$ cat src/rtl/aes_pkg.sv
// Shared AES MixColumns definitions: GF(2^8) helpers, FSM states and column indexing.
package aes_pkg;

    localparam int unsigned STATE_W  = 128;
    localparam int unsigned COL_W    = 32;
    localparam int unsigned NUM_COLS = 4;

    typedef enum logic [1:0] {
        ST_IDLE = 2'd0,
        ST_BUSY = 2'd1,
        ST_DONE = 2'd2
    } state_e;

    // Multiply by x modulo x^8 + x^4 + x^3 + x + 1.
    function automatic logic [7:0] xtime(input logic [7:0] b);
        return {b[6:0], 1'b0} ^ (b[7] ? 8'h1b : 8'h00);
    endfunction

    // Shift-and-add multiply; the constant operand never exceeds 4 bits here.
    function automatic logic [7:0] gf_mul(input logic [7:0] a, input logic [3:0] k);
        logic [7:0] acc;
        logic [7:0] p;
        acc = 8'h00;
        p   = a;
        for (int i = 0; i < 4; i++) begin
            if (k[i]) acc = acc ^ p;
            p = xtime(p);
        end
        return acc;
    endfunction

    // Column 0 occupies the most significant 32 bits of the state.
    function automatic logic [6:0] col_lsb(input logic [1:0] c);
        return {~c, 5'b00000};
    endfunction

endpackage

$ cat src/rtl/mix_single_column.sv
// Combinational MixColumns / InvMixColumns of one 32-bit column (row 0 in the top byte).
module mix_single_column
    import aes_pkg::*;
(
    input  logic [COL_W-1:0] col_i,
    input  logic             inv_i,
    output logic [COL_W-1:0] col_o
);

    logic [7:0] a0, a1, a2, a3;
    logic [COL_W-1:0] fwd_col, inv_col;

    assign a0 = col_i[31:24];
    assign a1 = col_i[23:16];
    assign a2 = col_i[15:8];
    assign a3 = col_i[7:0];

    assign fwd_col = {
        gf_mul(a0, 4'h2) ^ gf_mul(a1, 4'h3) ^ a2 ^ a3,
        a0 ^ gf_mul(a1, 4'h2) ^ gf_mul(a2, 4'h3) ^ a3,
        a0 ^ a1 ^ gf_mul(a2, 4'h2) ^ gf_mul(a3, 4'h3),
        gf_mul(a0, 4'h3) ^ a1 ^ a2 ^ gf_mul(a3, 4'h2)
    };

    assign inv_col = {
        gf_mul(a0, 4'he) ^ gf_mul(a1, 4'hb) ^ gf_mul(a2, 4'hd) ^ gf_mul(a3, 4'h9),
        gf_mul(a0, 4'h9) ^ gf_mul(a1, 4'he) ^ gf_mul(a2, 4'hb) ^ gf_mul(a3, 4'hd),
        gf_mul(a0, 4'hd) ^ gf_mul(a1, 4'h9) ^ gf_mul(a2, 4'he) ^ gf_mul(a3, 4'hb),
        gf_mul(a0, 4'hb) ^ gf_mul(a1, 4'hd) ^ gf_mul(a2, 4'h9) ^ gf_mul(a3, 4'he)
    };

    assign col_o = inv_i ? inv_col : fwd_col;

endmodule

$ cat src/rtl/mix_columns_engine.sv
// Handshaked MixColumns/InvMixColumns over a 128-bit state, COLS_PER_CYCLE columns per clock,
// with a bypass mode that keeps identical timing for the final round.
module mix_columns_engine
    import aes_pkg::*;
#(
    parameter int unsigned COLS_PER_CYCLE = 1
) (
    input  logic               clk,
    input  logic               rst,
    input  logic               in_valid,
    output logic               in_ready,
    input  logic [STATE_W-1:0] state_in,
    input  logic               inv,
    input  logic               bypass,
    output logic               out_valid,
    input  logic               out_ready,
    output logic [STATE_W-1:0] state_out,
    output logic               busy
);

    localparam int unsigned NGROUPS = NUM_COLS / COLS_PER_CYCLE;
    localparam int unsigned CW      = (NGROUPS > 1) ? $clog2(NGROUPS) : 1;

    if (COLS_PER_CYCLE != 1 && COLS_PER_CYCLE != 2 && COLS_PER_CYCLE != 4) begin : g_bad_cpc
        $error("mix_columns_engine: COLS_PER_CYCLE must be 1, 2 or 4");
    end

    state_e             state_q;
    logic [STATE_W-1:0] work_q, work_d;
    logic [STATE_W-1:0] state_out_q;
    logic [CW-1:0]      col_q;
    logic               inv_q, byp_q;
    logic               out_valid_q, busy_q;
    logic               accept;

    logic [1:0]       cidx    [COLS_PER_CYCLE];
    logic [COL_W-1:0] col_in  [COLS_PER_CYCLE];
    logic [COL_W-1:0] col_out [COLS_PER_CYCLE];

    for (genvar k = 0; k < int'(COLS_PER_CYCLE); k++) begin : g_col
        assign cidx[k]   = 2'(32'(col_q) * COLS_PER_CYCLE + 32'(k));
        assign col_in[k] = work_q[col_lsb(cidx[k]) +: COL_W];

        mix_single_column u_mix (
            .col_i (col_in[k]),
            .inv_i (inv_q),
            .col_o (col_out[k])
        );
    end

    // In-place write-back of the active column group; bypass keeps the original bytes.
    always_comb begin
        work_d = work_q;
        for (int k = 0; k < int'(COLS_PER_CYCLE); k++) begin
            work_d[col_lsb(cidx[k]) +: COL_W] = byp_q ? col_in[k] : col_out[k];
        end
    end

    assign accept   = in_valid && in_ready;
    assign in_ready = !rst && ((state_q == ST_IDLE) || (state_q == ST_DONE && out_ready));

    always_ff @(posedge clk or posedge rst) begin
        if (rst) begin
            state_q     <= ST_IDLE;
            work_q      <= '0;
            state_out_q <= '0;
            col_q       <= '0;
            inv_q       <= 1'b0;
            byp_q       <= 1'b0;
            out_valid_q <= 1'b0;
            busy_q      <= 1'b0;
        end else if (accept) begin
            state_q     <= ST_BUSY;
            work_q      <= state_in;
            inv_q       <= inv;
            byp_q       <= bypass;
            col_q       <= '0;
            out_valid_q <= 1'b0;
            busy_q      <= 1'b1;
        end else begin
            unique case (state_q)
                ST_BUSY: begin
                    work_q <= work_d;
                    col_q  <= col_q + CW'(1);
                    if (col_q == CW'(NGROUPS - 1)) begin
                        state_q     <= ST_DONE;
                        state_out_q <= work_d;
                        out_valid_q <= 1'b1;
                        busy_q      <= 1'b0;
                    end
                end
                ST_DONE: begin
                    if (out_ready) begin
                        state_q     <= ST_IDLE;
                        out_valid_q <= 1'b0;
                    end
                end
                default: state_q <= ST_IDLE;
            endcase
        end
    end

    assign state_out = state_out_q;
    assign out_valid = out_valid_q;
    assign busy      = busy_q;

endmodule
$ cat config.mk
export PLATFORM = sky130hd
export DESIGN_NAME = mix_columns_engine
export DESIGN_NICKNAME = d
export VERILOG_FILES = /design/src/rtl/aes_pkg.sv /design/src/rtl/mix_single_column.sv /design/src/rtl/mix_columns_engine.sv
export SDC_FILE = /design/constraint.sdc
export NUM_CORES = 1
export LEC_CHECK = 0
export CAP_MARGIN = 20
export CORE_MARGIN = 2
export CORE_UTILIZATION = 39
export DETAILED_ROUTE_END_ITERATION = 7
export PLACE_DENSITY_LB_ADDON = 0.08
export SLEW_MARGIN = 20
export SYNTH_ARGS = -nofsm -noshare
export SYNTH_HDL_FRONTEND = slang
export SYNTH_SLANG_ARGS = --single-unit
$ cat constraint.sdc
create_clock -name clk -period 11.1 [get_ports clk]
set_input_delay 1.665 -clock clk [delete_from_list [all_inputs] [get_ports clk]]
set_output_delay 1.665 -clock clk [all_outputs]
set_load 0.02 [all_outputs]
Yosys cells after proc, flatten, opt, wreduce, memory -nomap -nowiden
Cells that the tools add are included.

Reductions and logical operators: 13. Mux-type cells: 30. Shift-type cells: 3. Add/sub/neg operators: 2. Bitwise gates (word level): 66. Equality and inequality tests: 5.

Operators with widths (number): $xor 8x8->8 (63); $mux 128 (2); $bwmux 128 (1); $shift 32x9->128 const A (1); $shiftx 128x8->32 (1); $shiftx 32x9->128 (1); $mux 32 (2); $mux 5 (12); $mux 2 (5); $neg 7->9 (1); $xor 8x5->8 (1); $mux 1 (6); $ne 3x3->1 const B (2); $reduce_and 3->1 (2); $eq 2x2->1 const B (2); $pmux 2 s2 (1); $reduce_and 2->1 (2); $reduce_bool 2->1 (2); $logic_and 1x1->1 (3); $reduce_bool 3->1 (1); $add 2x1->2 const B (1); $eq 2x1->1 const B (1); $logic_not 2->1 (1); $not 2->2 (1); other kinds (4) (4).

Word-level logic and storage cells: 127. Output and inout port bits: 131. Flip-flop bits (word level): 264. Bits of input ports: 134.

Longest topological paths before layout
Depth in word-level cells: 18. Gate-level depth with buffers: 12. Mapped depth without buffers: 8.

By module
Synthesis repeated with hierarchy kept, for this count alone.

Cells, all modules: 1486. Area total of the unflattened synthesis: 14586.5 um^2.

By module, submodules not included: mix_columns_engine (area an instance 12115.4 um^2, cells each 1210, sequential area each 6606.3 um^2, times used 1); mix_single_column (area an instance 2471.1 um^2, cells each 276, sequential area each 0.0 um^2, times used 1).

Worst setup path before layout
Ideal clock, no wire load.

Path kind: input to output. Start: in out_ready. End: out in_ready. Setup slack: 7.063 ns. Buffers on the path: 0. Arrival time: 2.372 ns. Required time: 9.435 ns. Cell stages on the path: 2. Path through: nand2b_1 > nor3b_1.

Word-level cells in the longest chain between the ends: 3.

RTL lines: start, declared (RTL line mix_columns_engine.sv:16) `input logic out_ready,`; $logic_and 1x1->1 (RTL line mix_columns_engine.sv:60) `assign in_ready = !rst && ((state_q == ST_IDLE) || (state_q == ST_DONE && out_ready));`; $logic_or 1x1->1 (RTL line mix_columns_engine.sv:60); $logic_and 1x1->1 (RTL line mix_columns_engine.sv:60); end, declared (RTL line mix_columns_engine.sv:11) `output logic in_ready,`.

No other way between the ends.

Final worst setup path
Same ends and word-level chain as after synthesis.

==> impl_metrics.tcl <==
set metrics [dict create \
    run_status "complete, no violations" \
    syn_area_um2 15300 \
    first_global_vias 12627 \
    top_achievable_clock_speed_mhz 204 \
    r2r_slack_ns 6.59 \
    synth.ff_latch_count 264 \
    area_of_the_multi_input_gates_um2 8230 \
    postCtsSetupRepairBufs 0 \
    count_of_cells_resized_by_post_cts_repair 0 \
    endpoint_kind "output port" \
    worst_min_path_class "reg -> reg" \
    period_share_pct 44.1 \
    synth_async_sr_flop_share_pct 100 \
    finish.net_count 1761 \
    maxSlewHeadroom_pct 30.0 \
    cts_tree "yes" \
    critical_path_required_ns 9.44 \
    die_w_um 202 \
    floorplan.initialDensity_pct 39.6 \
    worstPathArrival_ns 3.23 \
    dpl_worst_slack_ns 6.21 \
    timing.rr.start "col_q[0]" \
    crit_path_max_incr_delay_ns 0.67 \
    synthesis.area_per_instance_um2 10.7 \
    design.die.area_um2 40900 \
    clock_pin_slew_on_the_worst_setup_and_hold_paths_ns 0.06 \
    yosys.area.top_type "dfrtp_1" \
    globalRouteTotalUtil_pct 27.7 \
    synth_enable_flop_cells 0 \
    synth_mux_area_share_pct 5.99 \
    grt_start_max_net_pins 146 \
    synth_top_flop_cell "dfrtp_1" \
    fill_cells 3551 \
    worst_setup_path_startpoint "out_ready" \
    drc 0 \
    rsz0062_at_grt "false" \
    synth.yosys.warnings 0 \
    cts_hold_buffers 0 \
    worst_path_buffer_plus_inverter_count 2 \
    seq_area_um2 6610 \
    mostFrequentLayoutCell "clkdlybuf4s50_1" \
    routabilityCongestion 0.987 \
    final_util_pct 50.0 \
    root_buffer "clkbuf_16" \
    worst_path_most_repeated_cell "clkdlybuf4s50_1" \
    synth_nets 1572 \
    postRouteAntennaNets 0 \
    area.growth.synth_to_final_pct 26.2 \
    i_o_pins 265 \
    max-clock-path-buffers 3 \
    number_of_port_buffers 264 \
    cts.htree.levels 1 \
    peak_fanout_along_the_critical_path 3 \
    post-dp-hpwl_um 38700 \
    cts-buffers-inserted 30 \
    synth_top_area_share_pct 43.1 \
    grt_overflow_total 0 \
    hold_path_startpoint "state_out[113]" \
    setup.worst_path.class "in -> out" \
    synth_top_cells_by_area "dfrtp_1, xnor2_1, a22oi_1" \
    slew_viol_final 0 \
    final_number_of_setup_violating_endpoints 0 \
    syn_inst 1433 \
    wl_um 57200 \
    synth_compound_gate_area_share_pct 15.4 \
    yosys.area_share.xor_xnor_pct 18.4 \
    cp-start-kind "primary input" \
    dp_cells 2108 \
    cell_family_contributing_the_most_delay_on_the_critical_path "buffers and inverters" \
    synth-simple-area-share_pct 13.0 \
    timing.final.hold_violations 0 \
    layoutNonFillerInstCount 2164 \
    via_per_inst 5.74 \
    tns_ns 0 \
    synth_seq_area_share_pct 43.1 \
    timing.critical_path.slowest_stage_cell "clkdlybuf4s50_1" \
    placement_rows 72 \
    grt_antenna_before_repair 1 \
    period_minus_slack_ns 4.89 \
    post_synth_num_cell_types 57 \
    route.vias.total 12431 \
    floorplan.core_area_um2 38700 \
    most-common-layout-cells "clkdlybuf4s50_1, dfrtp_1, nand2_1, o21ai_0, a22oi_1" \
    avgRoutedWirePerCell_um 26.4 \
    post-route-worst-setup-slack_ns 6.21 \
    initial_drt_pass_iterations 5 \
    worst_slew_pin_slew_ns 1.05 \
    crit_chain "clkdlybuf4s50_1 > nand2b_1 > nor3b_1 > clkdlybuf4s50_1" \
    fp.dieH_um 202 \
    numClockSinks 264 \
    post_route_cells_drive_above_1_share_pct 8.32 \
    grt_pass1_wl_um 85100 \
    clk-insertion-delay-late_ns 0.57 \
    drt_first_iter_violations 1159 \
    timing.clock.skew_ns 0.0175 \
    post_synth_fa_ha_maj_area_fraction_pct 0.408 \
    cap_viol_max_count 0 \
    combinational_family_with_the_most_area_after_synthesis "XOR/XNOR gates" \
    n_antenna_cell 0 \
]
-- registers in the layout (all words and copies together) (netlist names) --
| signal | count |
|---|---|
| busy | 1 |
| byp_q | 1 |
| col_q | 2 |
| inv_q | 1 |
| out_valid | 1 |
| state_out | 128 |
| state_q | 2 |
| work_q | 128 |
-- cells in the mapped netlist, types with 3 or more instances --
master / count
xor2_1: 35
xor3_1: 13
o21ai_0: 131
a21oi_1: 31
xnor2_2: 8
buf_2: 20
and2_1: 3
a22oi_1: 126
nand2_1: 222
o21ai_1: 27
buf_4: 8
ha_1: 5
a21o_1: 4
a221o_1: 3
a211o_1: 6
or3_1: 3
inv_1: 5
and3_1: 12
clkbuf_1: 89
xnor2_1: 114
xnor3_4: 3
mux4_2: 24
xnor3_1: 38
mux4_1: 8
nand3_1: 3
nand2b_1: 11
a211oi_1: 3
a2bb2oi_1: 17
buf_6: 4
dfrtp_1: 264
nor2_1: 33
nor3_1: 5
buf_1: 5
xnor3_2: 4
nor2b_1: 3
nand3b_1: 99
o211ai_1: 4
mux2i_1: 14
-- kinds of logic (layout without fill, tap and decap cells) --
logic type               count (synthesis)  in the layout
XOR/XNOR                               217            217
adder cells (fa/ha/maj)                  5              5
multiplexers                            48             48
AO/OA/AOI/OAI                          367            367
buffers and inverters                  132            345
flip-flops                             264            264
AND/OR/NAND/NOR                        400            400
-- final cells by class --
cell class	instances	share of cell area, %
clock inverters	13	0.775
repair buffers	283	14.5
flip-flops and latches	264	34.1
multi-input cells	1037	42.5
inverters	6	0.155
well taps	518	3.35
clock buffers	43	4.65
-- worst paths after layout --
check,end,cells after the start
max reg2reg,state_out[17],9
min in group asynchronous,state_q[0],2
min reg2reg,state_out[113],2
max in group asynchronous,work_q[44],3
max,in_ready,4
min,state_out[113],2
-- tightest hold or removal path, cell delays in order (launching register included) --
cell and delay [ns]:
dfrtp_1 0.34, nand2_1 0.05, nand2_1 0.05
-- through the flow --
step,area (um^2),hold slack [ns]
floorplan,15300,0.479
global placement,18300,0.449
detailed placement,18300,0.455
CTS,19400,0.468
global route,19400,0.483
finish,19400,0.464
-- per-layer routing --
layer	up-vias	routed length, um	track usage [%]
met5	-	11	0
met4	2	1770	8.11
met3	91	4350	5.00
met2	579	26600	44.5
met1	6264	24400	38.4
li1	5495	-	-
Power is not shown: default switching activity piles up to over one toggle a cycle in this logic, so the estimate is an artifact.
